==> src/rtl/serial_subtractor.sv <==
// Bit-serial subtractor: d = a - b - bin, LSB first, one full-subtractor cell per clock.
// Start/busy/done handshake; d/bout/zero update only when an operation completes.
module serial_subtractor #(
  parameter int unsigned WIDTH = 4
) (
  input  logic             clk,
  input  logic             rst_n,
  input  logic             start,
  input  logic [WIDTH-1:0] a,
  input  logic [WIDTH-1:0] b,
  input  logic             bin,
  output logic [WIDTH-1:0] d,
  output logic             bout,
  output logic             zero,
  output logic             busy,
  output logic             done
);

  localparam int unsigned CW = (WIDTH > 1) ? $clog2(WIDTH) : 1;

  typedef enum logic {
    S_IDLE = 1'b0,
    S_RUN  = 1'b1
  } state_t;

  state_t           r_state, w_state_nxt;
  logic [WIDTH-1:0] r_a, r_b, r_res, r_d;
  logic [WIDTH-1:0] w_a, w_b, w_res, w_d;
  logic             r_br, r_bout, r_zero, r_busy, r_done;
  logic             w_br, w_bout, w_zero, w_busy, w_done;
  logic [CW-1:0]    r_cnt, w_cnt;

  // Full-subtractor cell on the current LSBs
  logic             w_diff, w_br_nxt, w_last;
  logic [WIDTH-1:0] w_res_shift;

  assign w_diff      = r_a[0] ^ r_b[0] ^ r_br;
  assign w_br_nxt    = (~r_a[0] & r_b[0]) | (~r_a[0] & r_br) | (r_b[0] & r_br);
  assign w_res_shift = {w_diff, r_res[WIDTH-1:1]};
  assign w_last      = (r_cnt == CW'(WIDTH - 1));

  always_ff @(posedge clk or negedge rst_n) begin
    if (!rst_n) begin
      r_state <= S_IDLE;
      r_a     <= '0;
      r_b     <= '0;
      r_res   <= '0;
      r_d     <= '0;
      r_br    <= 1'b0;
      r_bout  <= 1'b0;
      r_zero  <= 1'b0;
      r_busy  <= 1'b0;
      r_done  <= 1'b0;
      r_cnt   <= '0;
    end else begin
      r_state <= w_state_nxt;
      r_a     <= w_a;
      r_b     <= w_b;
      r_res   <= w_res;
      r_d     <= w_d;
      r_br    <= w_br;
      r_bout  <= w_bout;
      r_zero  <= w_zero;
      r_busy  <= w_busy;
      r_done  <= w_done;
      r_cnt   <= w_cnt;
    end
  end

  always_comb begin
    w_state_nxt = r_state;
    w_a         = r_a;
    w_b         = r_b;
    w_res       = r_res;
    w_d         = r_d;
    w_br        = r_br;
    w_bout      = r_bout;
    w_zero      = r_zero;
    w_busy      = r_busy;
    w_done      = 1'b0;
    w_cnt       = r_cnt;
    case (r_state)
      S_IDLE: begin
        if (start) begin
          w_a         = a;
          w_b         = b;
          w_br        = bin;
          w_res       = '0;
          w_cnt       = '0;
          w_busy      = 1'b1;
          w_state_nxt = S_RUN;
        end
      end
      S_RUN: begin
        w_a   = r_a >> 1;
        w_b   = r_b >> 1;
        w_br  = w_br_nxt;
        w_res = w_res_shift;
        w_cnt = r_cnt + CW'(1);
        // Final bit: publish result, borrow and zero flag together
        if (w_last) begin
          w_d         = w_res_shift;
          w_bout      = w_br_nxt;
          w_zero      = (w_res_shift == '0);
          w_done      = 1'b1;
          w_busy      = 1'b0;
          w_cnt       = '0;
          w_state_nxt = S_IDLE;
        end
      end
      default: w_state_nxt = S_IDLE;
    endcase
  end

  assign d    = r_d;
  assign bout = r_bout;
  assign zero = r_zero;
  assign busy = r_busy;
  assign done = r_done;

endmodule

==> config.mk <==
export PLATFORM = sky130hd
export DESIGN_NAME = serial_subtractor
export DESIGN_NICKNAME = d
export VERILOG_FILES = /design/src/rtl/serial_subtractor.sv
export SDC_FILE = /design/constraint.sdc
export NUM_CORES = 1
export LEC_CHECK = 0
export BUFFER_PORTS_ARGS = -buffer_cell sky130_fd_sc_hd__buf_2
export CAP_MARGIN = 0
export CORE_UTILIZATION = 40
export DETAILED_ROUTE_END_ITERATION = 10
export PLACE_DENSITY_LB_ADDON = 0.05
export SYNTH_ARGS = -nofsm -noshare
export SYNTH_HDL_FRONTEND = slang
export SYNTH_SLANG_ARGS = --single-unit
export TNS_END_PERCENT = 100
==> constraint.sdc <==
create_clock -name clk -period 2 [get_ports clk]
set_clock_uncertainty 0.2 [all_clocks]
set_input_delay 0.6 -clock clk [delete_from_list [all_inputs] [get_ports clk]]
set_output_delay 0.6 -clock clk [all_outputs]
set_load 0.02 [all_outputs]
# --- Word-level counts from Yosys, hierarchy flattened ---
# Index checks and enable logic that the tools add are counted.
# Widths: inputs -> output; s select.
totals:
  ramBits: 0
  output_inout_bits: 8
  in_bits: 12
  memories: 0
  register_bits: 24
  mem_bits_ro: 0
  latch_bits: 0
op_classes:
  n_bitwise: 9
  multipliers: 0
  div: 0
  reduce_logical: 3
  n_eq_ne: 3
  magnitude_cmp: 0
  add_sub_neg: 1
  mux: 19
  n_shift: 0
ops:
  columns: ["cell", "n"]
  rows:
  - ["$pmux 4 s2", 3]
  - ["$mux 4", 3]
  - ["$mux 1", 7]
  - ["$pmux 1 s2", 3]
  - ["$logic_not 4->1", 1]
  - ["$mux 2", 2]
  - ["$pmux 2 s2", 1]
  - ["$reduce_and 2->1", 2]
  - ["$and 1x1->1", 3]
  - ["$add 2x1->2 const B", 1]
  - ["$eq 2x2->1 const B", 1]
  - ["$ne 2x1->1 const B", 1]
  - ["$ne 2x2->1 const B", 1]
  - ["$not 1->1", 2]
  - ["$or 1x1->1", 2]
  - ["$xor 1x1->1", 2]

# --- Depth between registers and ports, before layout ---
# Gate-level depths: netlist of run 1.
logic_depth:
  ltp_word: 5
  ltp_mapped: 4

# --- Worst setup path after synthesis of run 1 ---
# Ideal clock, no wire load.
synth_path:
  kind: "register -> register"
  startpoint: "register r_a[0]"
  endpoint: "register r_zero, in the netlist zero"
  synth_period_minus_slack_ps: 1577
  arrival_ps: 1252
  setup_slack_ps: 423
  required_time_ps: 1675
  stages_incl_launch_ff: 5
  cell_sequence: "dfrtp_1 > inv_1 > fa_1 > nor4b_1 > mux2_2"
synth_via:
  elab_chain_cells: 3
synth_rtl:
  columns: ["element", "line_no", "source"]
  rows:
  - ["from (decl)", "27", "logic [WIDTH-1:0] r_a, r_b, r_res, r_d;"]
  - ["from (signal assigned)", "57", "r_a <= w_a;"]
  - ["$xor 1x1->1 (2 in series)", "37", "assign w_diff = r_a[0] ^ r_b[0] ^ r_br;"]
  - ["$logic_not 4->1", "104", "w_zero = (w_res_shift == '0);"]
  - ["to (signal assigned)", "63", "r_zero <= w_zero;"]
  - ["to (decl)", "29", "logic r_br, r_bout, r_zero, r_busy, r_done;"]
# No other way between the ends.
# A chain may end at the register's enable or synchronous reset.

# --- Worst setup path in the final report of run 1 ---
# Same ends and word-level chain as after synthesis.

==> results.md, run 1 <==
- Antenna Cells: 0
- Max_cap viols: 0
- Initial core utilization: 43.3%
- GRT Residual Overflow: 0
- Crit path max fanout: 3
- Synth Instances: 79
- Final Hold Viols: 0
- Pre-CTS setup slack: 331 ps
- DR vias: 613
- CTS Root Cell: clkbuf_4
- Register area share after synthesis: 58.9%
- Ys async rst share: 100%
- Wire length per cell: 12.1 um
- GRT busiest layer: met2
- Cts-stage hold buffer count: 0
- Final setup margin: 319 ps
- Largest net degree at the start of global routing: 24
- Worst endpoint required time: 2050 ps
- Yosys synthesis warning count: 0
- Top cell type's share of synthesized area: 58.9%
- Syn_nets: 93
- Synth top area cells: dfrtp_1, mux2i_1, mux2_2
- Flop and latch count out of synthesis: 23
- Number of remaining DRC errors: 0
- Worst slew margin: 66.4%
- Detailed Route Iter0 Violations: 1
- Fraction of layout cells with a size suffix above 1: 29.3%
- CP Capture Type: register
- DP HPWL: 1090 um
- First-pass GRT wire length: 2680 um
- # fillers: 226
- Mapped Avg Cell Area: 12.4 sq um
- Die W: 51.4 um
- CTS tree: yes
- TritonCTS sink count: 23
- Area leader, netlist: dfrtp_1
- Area occupied by multi-input gates: 358 sq um
- # port buffers: 19
- Final #Nets: 114
- CTS max path bufs: 2
- GR Util met1: 17.8%
- Met3 global-route usage: 2.38%
- Status: finished clean
- Antenna violations before repair: 0
- Top cells by count, synth: dfrtp_1, mux2i_1, nand2_1
- ANT nets after route: 0
- Cell area after synthesis: 977 sq um
- WP data arrival: 1730 ps
- Sequential cell area: 576 sq um
- Setup crit start kind: register
- Vias per inst: 4.83
- R2r startpoint: r_a[0]
- Post-CTS Resized: 0
- Final Routed Wirelength: 1540 um
- Setup Viol. Count Final: 0
- Vias in the first global route: 637
- Slew at the pin with the worst max-slew slack: 504 ps
- R2R cell count: 4
- Clock slew at reported path FFs: 120 ps
- Number of synthesized flops with an enable pin: 0
- Total die area: 2640 sq um
- Synth-to-layout area growth: 13.8%
- Reg2reg setup slack: 320 ps
- GR Util met2: 22.1%
- Max H-tree Level: 1
- RSZ-0062 raised after global routing: no
- Crit share post-route: 84.1%
- Pwr dens: 1500 nW/um^2
- Pre-antenna DRT Iters: 2
- Max-slew violation count: 0
- Maximum vdd ir drop: 0.725 mV
- Setup Fix Bufs, Post-CTS: 0
- Tot GR Track Use: 13.9%
- Worst reg2reg path endpoint: zero
- Critical path class: reg -> reg
- HP Class: in -> async
- Fin crit period: 1680 ps
- LEAKAGE: 0.576 nW
- TNS Setup: 0 ps
- F_max: 595 MHz
- Netlist cell types: 19
- Clk_lat worst skew: 300 ps
- Num CTS Buffers: 3
- Gpl congestion: 0.655
- Core area: 2250 sq um
- Row cnt: 17
- Die H: 51.4 um
- Most used DFF post-synth: dfrtp_1
- Most common cell in the synthesized netlist: dfrtp_1
- IO Pins: 20
==> worst max-delay path, cell delays in order (launching register included) <==
cell	delay, ps
dfrtp_1	370
inv_1	60
fa_1	570
nor4b_1	240
mux2_2	200
==> stage by stage <==
| step | total power, W | instance area, sq um | std cells | util, % | hold WS, ps |
|---|---|---|---|---|---|
| 4_1_cts | 0.00169 | 1110 | 127 | 49.3 | 56.5 |
| 5_1_grt | 0.00180 | 1110 | 127 | 49.3 | 84.3 |
| 3_3_place_gp | 0.00147 | 1090 | 123 | 48.2 | 273 |
| 6_report | 0.00167 | 1110 | 127 | 49.3 | 44.1 |
| 3_5_place_dp | 0.00148 | 1090 | 123 | 48.2 | 272 |
| 2_1_floorplan | 0.00130 | 977 | 79 | - | 104 |
==> cells by family after synthesis <==
family	count (synthesis)	share of synthesized area [%]
flip-flops	23	58.9
AND/OR/NAND/NOR	17	8.32
multiplexers	16	17.0
AO/OA/AOI/OAI	13	7.94
buffers and inverters	8	4.48
adder cells (fa/ha/maj)	2	3.33
==> how the worst max path moves through the flow <==
stage	end	slack, ps	cells after the start	start
floorplan	zero	420	4	r_a[0]
global placement	zero	390	4	r_a[0]
detailed placement	zero	330	4	r_a[0]
CTS	zero	290	4	r_a[0]
global route	zero	210	4	r_a[0]
finish	zero	320	4	r_a[0]
==> layout by cell type, fill, tap and decap left out <==
| cell type | synthesis | layout |
|---|---|---|
| a22o_1 | 3 | 3 |
| o21ai_1 | 7 | 7 |
| o22ai_1 | 1 | 1 |
| nand2_1 | 8 | 8 |
| mux2_2 | 5 | 5 |
| nor4b_1 | 1 | 1 |
| nand2_4 | 1 | 1 |
| a21oi_1 | 1 | 1 |
| o21ai_0 | 1 | 1 |
| buf_4 | 1 | 1 |
| inv_1 | 4 | 4 |
| fa_1 | 1 | 1 |
| nand2b_1 | 2 | 2 |
| mux2i_1 | 11 | 11 |
| buf_2 | 2 | 19 |
| clkbuf_4 | 0 | 3 |
| ha_1 | 1 | 1 |
| dfrtp_1 | 23 | 23 |
| clkbuf_1 | 0 | 1 |
| nor2_1 | 5 | 5 |
==> power breakdown <==
part / internal [W] / leakage [nW] / switching [W]
sequential: 0.000660 / 0.291 / 0.000134
combinational: 0.000312 / 0.270 / 0.000355
clock: 0.0000777 / 0.0150 / 0.000132
total: 0.00105 / 0.576 / 0.000621
==> flip-flops by register name, summed over array words and instances (netlist names) <==
| signal | cells |
|---|---|
| r_state | 1 |
| busy | 1 |
| r_res | 3 |
| bout | 1 |
| r_cnt | 2 |
| r_br | 1 |
| zero | 1 |
| done | 1 |
| r_b | 4 |
| r_a | 4 |
| d | 4 |
==> metal layers <==
layer | share of wire, % | vias up | routed length, um
met2 | 44 | 14 | 675
li1 | - | 311 | -
met4 | 0.85 | 0 | 13
met1 | 50 | 286 | 767
met3 | 5.3 | 2 | 81
met5 | 0 | - | 0
==> area by class of cell <==
cell class,instances,area share (%)
clock buffers,4,2.36
repair buffers,20,9.22
inverters,4,1.35
multi-input cells,48,32.2
flip-flops and latches,23,51.7
well taps,28,3.15
(Power assumes the default switching activity.)
==> run 2: changes to the inputs <==
==> constraint.sdc (replaced) <==
create_clock -name clk -period 1.4 [get_ports clk]
set_clock_uncertainty 0.2 [all_clocks]
set_input_delay 0.42 -clock clk [delete_from_list [all_inputs] [get_ports clk]]
set_output_delay 0.42 -clock clk [all_outputs]
set_load 0.02 [all_outputs]
==> results.md, run 2 (synthesis gave the netlist of run 1 again) <==
- CTS tree: yes
- Core area: 2250 sq um
- CP Cell Sequence: inv_2 > fa_2 > nor4b_2 > mux2_2
- Worst reg2reg path endpoint: zero
- GRT Residual Overflow: 0
- Gpl congestion: 0.700
- Setup crit start kind: register
- Worst slew margin: 81.7%
- Max_cap viols: 0
- Buf/Inv on CP: 1
- Pre-antenna DRT Iters: 4
- Maximum vdd ir drop: 1.30 mV
- F_max: 619 MHz
- Status: finished, violations left
- GR Util met1: 18.5%
- Die H: 51.4 um
- Max-slew violation count: 0
- Total die area: 2640 sq um
- TritonCTS sink count: 23
- HP Class: in -> reg
- Min Hold Slack: 154 ps
- Critical path class: reg -> reg
- RSZ-0062 raised after global routing: yes
- Vias in the first global route: 683
- Pwr dens: 2110 nW/um^2
- Slowest stage delay, CP: 410 ps
- R2r startpoint: r_a[0]
- Vias per inst: 4.83
- Synth-to-layout area growth: 34.6%
- Setup Viol. Count Final: 11
- Max H-tree Level: 1
- Worst Hold Path EP: r_b[3]
- Clk_lat worst skew: 300 ps
- Final Routed Wirelength: 1650 um
- Antenna violations before repair: 0
- Crit path max fanout: 2
- Worst Hold Path Cells: 3
- Detailed Route Iter0 Violations: 8
- First-pass GRT wire length: 2860 um
- Pwr Total: 0.00278 W
- Slew at the pin with the worst max-slew slack: 274 ps
- Num CTS Buffers: 3
- CTS Root Cell: clkbuf_4
- Tot GR Track Use: 15.2%
- Final setup margin: -214 ps
- Worst path slowest cell: dfrtp_1
- IO Pins: 20
- # port buffers: 19
- Hold Startpoint: b[3]
- Commonest non-fill, non-tap cells in the layout: dfrtp_1, mux2i_1, buf_2
- Antenna Cells: 0
- GRT busiest layer: met2
- Most common cell after layout, fill and taps aside: dfrtp_1
- Final Hold Viols: 0
- CTS max path bufs: 2
- GR Util met2: 24.7%
- ANT nets after route: 0
- Failing checks: setup timing
- CP Capture Type: register
- Met3 global-route usage: 3.57%
- WP data arrival: 1610 ps
- Top delay family on crit path: flip-flops
- Fraction of layout cells with a size suffix above 1: 39.6%
- Final #Nets: 126
- Number of remaining DRC errors: 0
- LEAKAGE: 0.673 nW
- Die W: 51.4 um
- Row cnt: 17
- Crit share post-route: 115%
- R2R cell count: 4
- Reg2reg setup slack: -210 ps
- Worst endpoint required time: 1390 ps
- DR vias: 672
- Initial core utilization: 43.3%
- DP HPWL: 1140 um
- Pre-CTS setup slack: -212 ps
- Wire length per cell: 11.9 um
- Clock slew at reported path FFs: 120 ps
- Fin crit period: 1610 ps
- Largest net degree at the start of global routing: 24
==> run 2: cell types whose count changed in the layout (fill, tap and decap cells not counted), sizes merged <==
| cell | before | now |
|---|---|---|
| buf | 20 | 31 |
| dlygate4sd3 | 0 | 1 |
==> run 2: worst max-delay path by stage <==
stage	depth (start not counted)	to	from
6_report	4	zero	r_a[0]
3_3_place_gp	4	zero	r_a[0]
4_1_cts	4	zero	r_a[0]
2_1_floorplan	4	zero	r_a[0]
5_1_grt	4	zero	r_a[0]
3_5_place_dp	4	zero	r_a[0]
==> run 2: power by group <==
| group | switching, W | total (W) | internal, W |
|---|---|---|---|
| registers | 0.000225 | 0.00117 | 0.000945 |
| clock network | 0.000184 | 0.000295 | 0.000111 |
| logic | 0.000552 | 0.00131 | 0.000762 |
==> run 2: worst min-delay path, delay by kind of cell <==
family                 cells  cell delay [ps]
buffers and inverters      1               70
muxes                      1               50
and+or+nand+nor            1               80
==> run 2: routing by layer <==
metal | vias up | part of all wire [%]
met3 | 2 | 4.4
met2 | 21 | 48
met1 | 317 | 46
met5 | - | 0
met4 | 0 | 0.97
li1 | 332 | -
==> run 2: cell type report <==
cell class | instances | area (sq um)
Clock buffer | 4 | 26.3
Fill cell | 208 | 940
Multi-Input combinational cell | 48 | 380
Tap cell | 28 | 35.0
Inverter | 4 | 15.0
Timing Repair Buffer | 32 | 283
Sequential cell | 23 | 576
==> run 2: stage by stage <==
step	util (%)	std cells	setup TNS, ps	instance area [sq um]
floorplan	-	79	-177	977
global placement	52.5	131	-202	1180
detailed placement	52.5	131	-249	1180
CTS	56.8	136	-916	1280
global route	58.3	139	-1290	1320
finish	58.3	139	-759	1320
==> run 2: what timing repair did <==
action                                  in CTS  in global routing
pin swaps                                    0                  0
hold buffers                                 1                  0
setup buffers                                0                  3
gates resized for setup                     20                  3
gates cloned                                 0                  0
hold endpoints to repair                    23                  0
endpoints found under the setup margin      15                 15
==> run 3: changes to the inputs <==
--- a/config.mk
+++ b/config.mk
@@ -7,7 +7,9 @@
 export LEC_CHECK = 0
 export BUFFER_PORTS_ARGS = -buffer_cell sky130_fd_sc_hd__buf_2
 export CAP_MARGIN = 0
-export CORE_UTILIZATION = 40
+export CELL_PAD_IN_SITES_DETAIL_PLACEMENT = 0
+export CELL_PAD_IN_SITES_GLOBAL_PLACEMENT = 1
+export CORE_UTILIZATION = 37
 export DETAILED_ROUTE_END_ITERATION = 10
 export PLACE_DENSITY_LB_ADDON = 0.05
 export SYNTH_ARGS = -nofsm -noshare
==> results.md, run 3 (synthesis gave the netlist of run 1 again) <==
- Status: finished, violations left
- Failing checks: setup timing
- DP HPWL: 1150 um
- Final setup margin: -204 ps
- Most common cell after layout, fill and taps aside: dfrtp_1
- Crit share post-route: 115%
- Fraction of layout cells with a size suffix above 1: 39.1%
- Cell count after placement: 133
- WP data arrival: 1610 ps
- Tot GR Track Use: 14.0%
- Num CTS Buffers: 3
- Detailed Route Iter0 Violations: 1
- LEAKAGE: 0.662 nW
- Slew at the pin with the worst max-slew slack: 298 ps
- Max_cap viols: 0
- Final #Nets: 125
- Final Hold Viols: 0
- Total die area: 2850 sq um
- Layout Cells excl Fill: 140
- DR vias: 657
- Initial core utilization: 39.4%
- Worst endpoint required time: 1400 ps
- Clock slew at reported path FFs: 120 ps
- Clk_lat worst skew: 300 ps
- CP Capture Type: register
- Max-slew violation count: 0
- Setup Viol. Count Final: 11
- Fin crit period: 1600 ps
- Crit path max fanout: 2
- TritonCTS sink count: 23
- Synth-to-layout area growth: 32.4%
- Final Routed Wirelength: 1670 um
- Antenna Cells: 0
- Critical path class: reg -> reg
- Commonest non-fill, non-tap cells in the layout: dfrtp_1, mux2i_1, buf_2
- HP Class: in -> reg
- Gpl congestion: 0.656
- Maximum vdd ir drop: 1.24 mV
- CTS tree: yes
- Core area: 2480 sq um
- F_max: 623 MHz
- Post-route cell area: 1290 sq um
- Die W: 53.4 um
- Number of remaining DRC errors: 0
- Vias per inst: 4.69
- GRT Residual Overflow: 0
- First-pass GRT wire length: 2760 um
- CTS Root Cell: clkbuf_4
- CTS max path bufs: 2
- Pre-antenna DRT Iters: 3
- ANT nets after route: 0
- RSZ-0062 raised after global routing: yes
- Die H: 53.4 um
- # fillers: 236
- Pwr dens: 2200 nW/um^2
- TNS Setup: -1030 ps
- Row cnt: 18
- Vias in the first global route: 627
- IO Pins: 20
- Post-place instance area: 1160 sq um
- Setup crit start kind: register
- Wire length per cell: 11.9 um
- Largest net degree at the start of global routing: 24
- # port buffers: 19
- Max H-tree Level: 1
- Antenna violations before repair: 0
- Final Util: 52.2%
- Worst slew margin: 80.1%
[run 3: cell count changes in the layout (fill, tap and decap cells not counted)]
cell / previous run / this run
nor4b_4: 0 / 1
buf_4: 9 / 10
buf_12: 3 / 1
nor4b_2: 1 / 0
[run 3: timing repair]
item	4_1_cts	5_1_grt
hold buffers	1	0
resized for setup	19	5
endpoints found under the setup margin	15	12
pin swaps	2	1
buffers inserted	1	1
hold endpoints to repair	23	0
[run 3: critical path: stages, from the launching register on]
cell	delay (ps)
dfrtp_1	410
inv_2	70
fa_2	420
nor4b_4	140
mux2_4	270
[run 3: routing by layer]
| layer | part of all wire [%] | GRT usage (%) | up-vias |
|---|---|---|---|
| li1 | - | - | 329 |
| met1 | 50 | 20.0 | 315 |
| met2 | 45 | 18.8 | 11 |
| met3 | 3.5 | 3.45 | 2 |
| met4 | 0.90 | 7.89 | 0 |
| met5 | 0 | 0 | - |
[run 3: area by class of cell]
cell class	instances	area (sq um)	area share (%)
Sequential cell	23	576	44.5
Inverter	4	15.0	1.16
Clock buffer	4	26.3	2.03
Multi-Input combinational cell	48	389	30.1
Tap cell	30	37.5	2.90
Timing Repair Buffer	31	250	19.3
[run 3: worst paths after layout]
| kind | start | end | slack, ps | cells past startpoint |
|---|---|---|---|---|
| max in group asynchronous | rst_n | r_b[3] | 360 | 3 |
| worst max-delay path | r_a[0] | zero | -200 | 4 |
| worst min-delay path | a[3] | r_a[3] | 160 | 3 |
| worst max register to register | r_a[0] | zero | -200 | 4 |
| min in group asynchronous | rst_n | d[3] | 410 | 3 |
| worst min register to register | r_b[1] | r_b[0] | 300 | 2 |
[run 3: power by group]
part	total (W)	leakage [nW]	internal [W]	switching, W
Combinational	0.00138	0.356	0.000808	0.000574
Sequential	0.00116	0.291	0.000944	0.000220
Clock	0.000304	0.0150	0.000111	0.000192
Total	0.00285	0.662	0.00186	0.000986
[run 3: metrics by stage]
step | setup WS [ps] | hold slack (ps) | power [W]
after floorplan | -177 | -75.6 | 0.00186
after global placement | -203 | 215 | 0.00225
after detailed placement | -248 | 219 | 0.00226
after CTS | -236 | 149 | 0.00276
after global routing | -283 | 157 | 0.00309
final | -204 | 160 | 0.00285
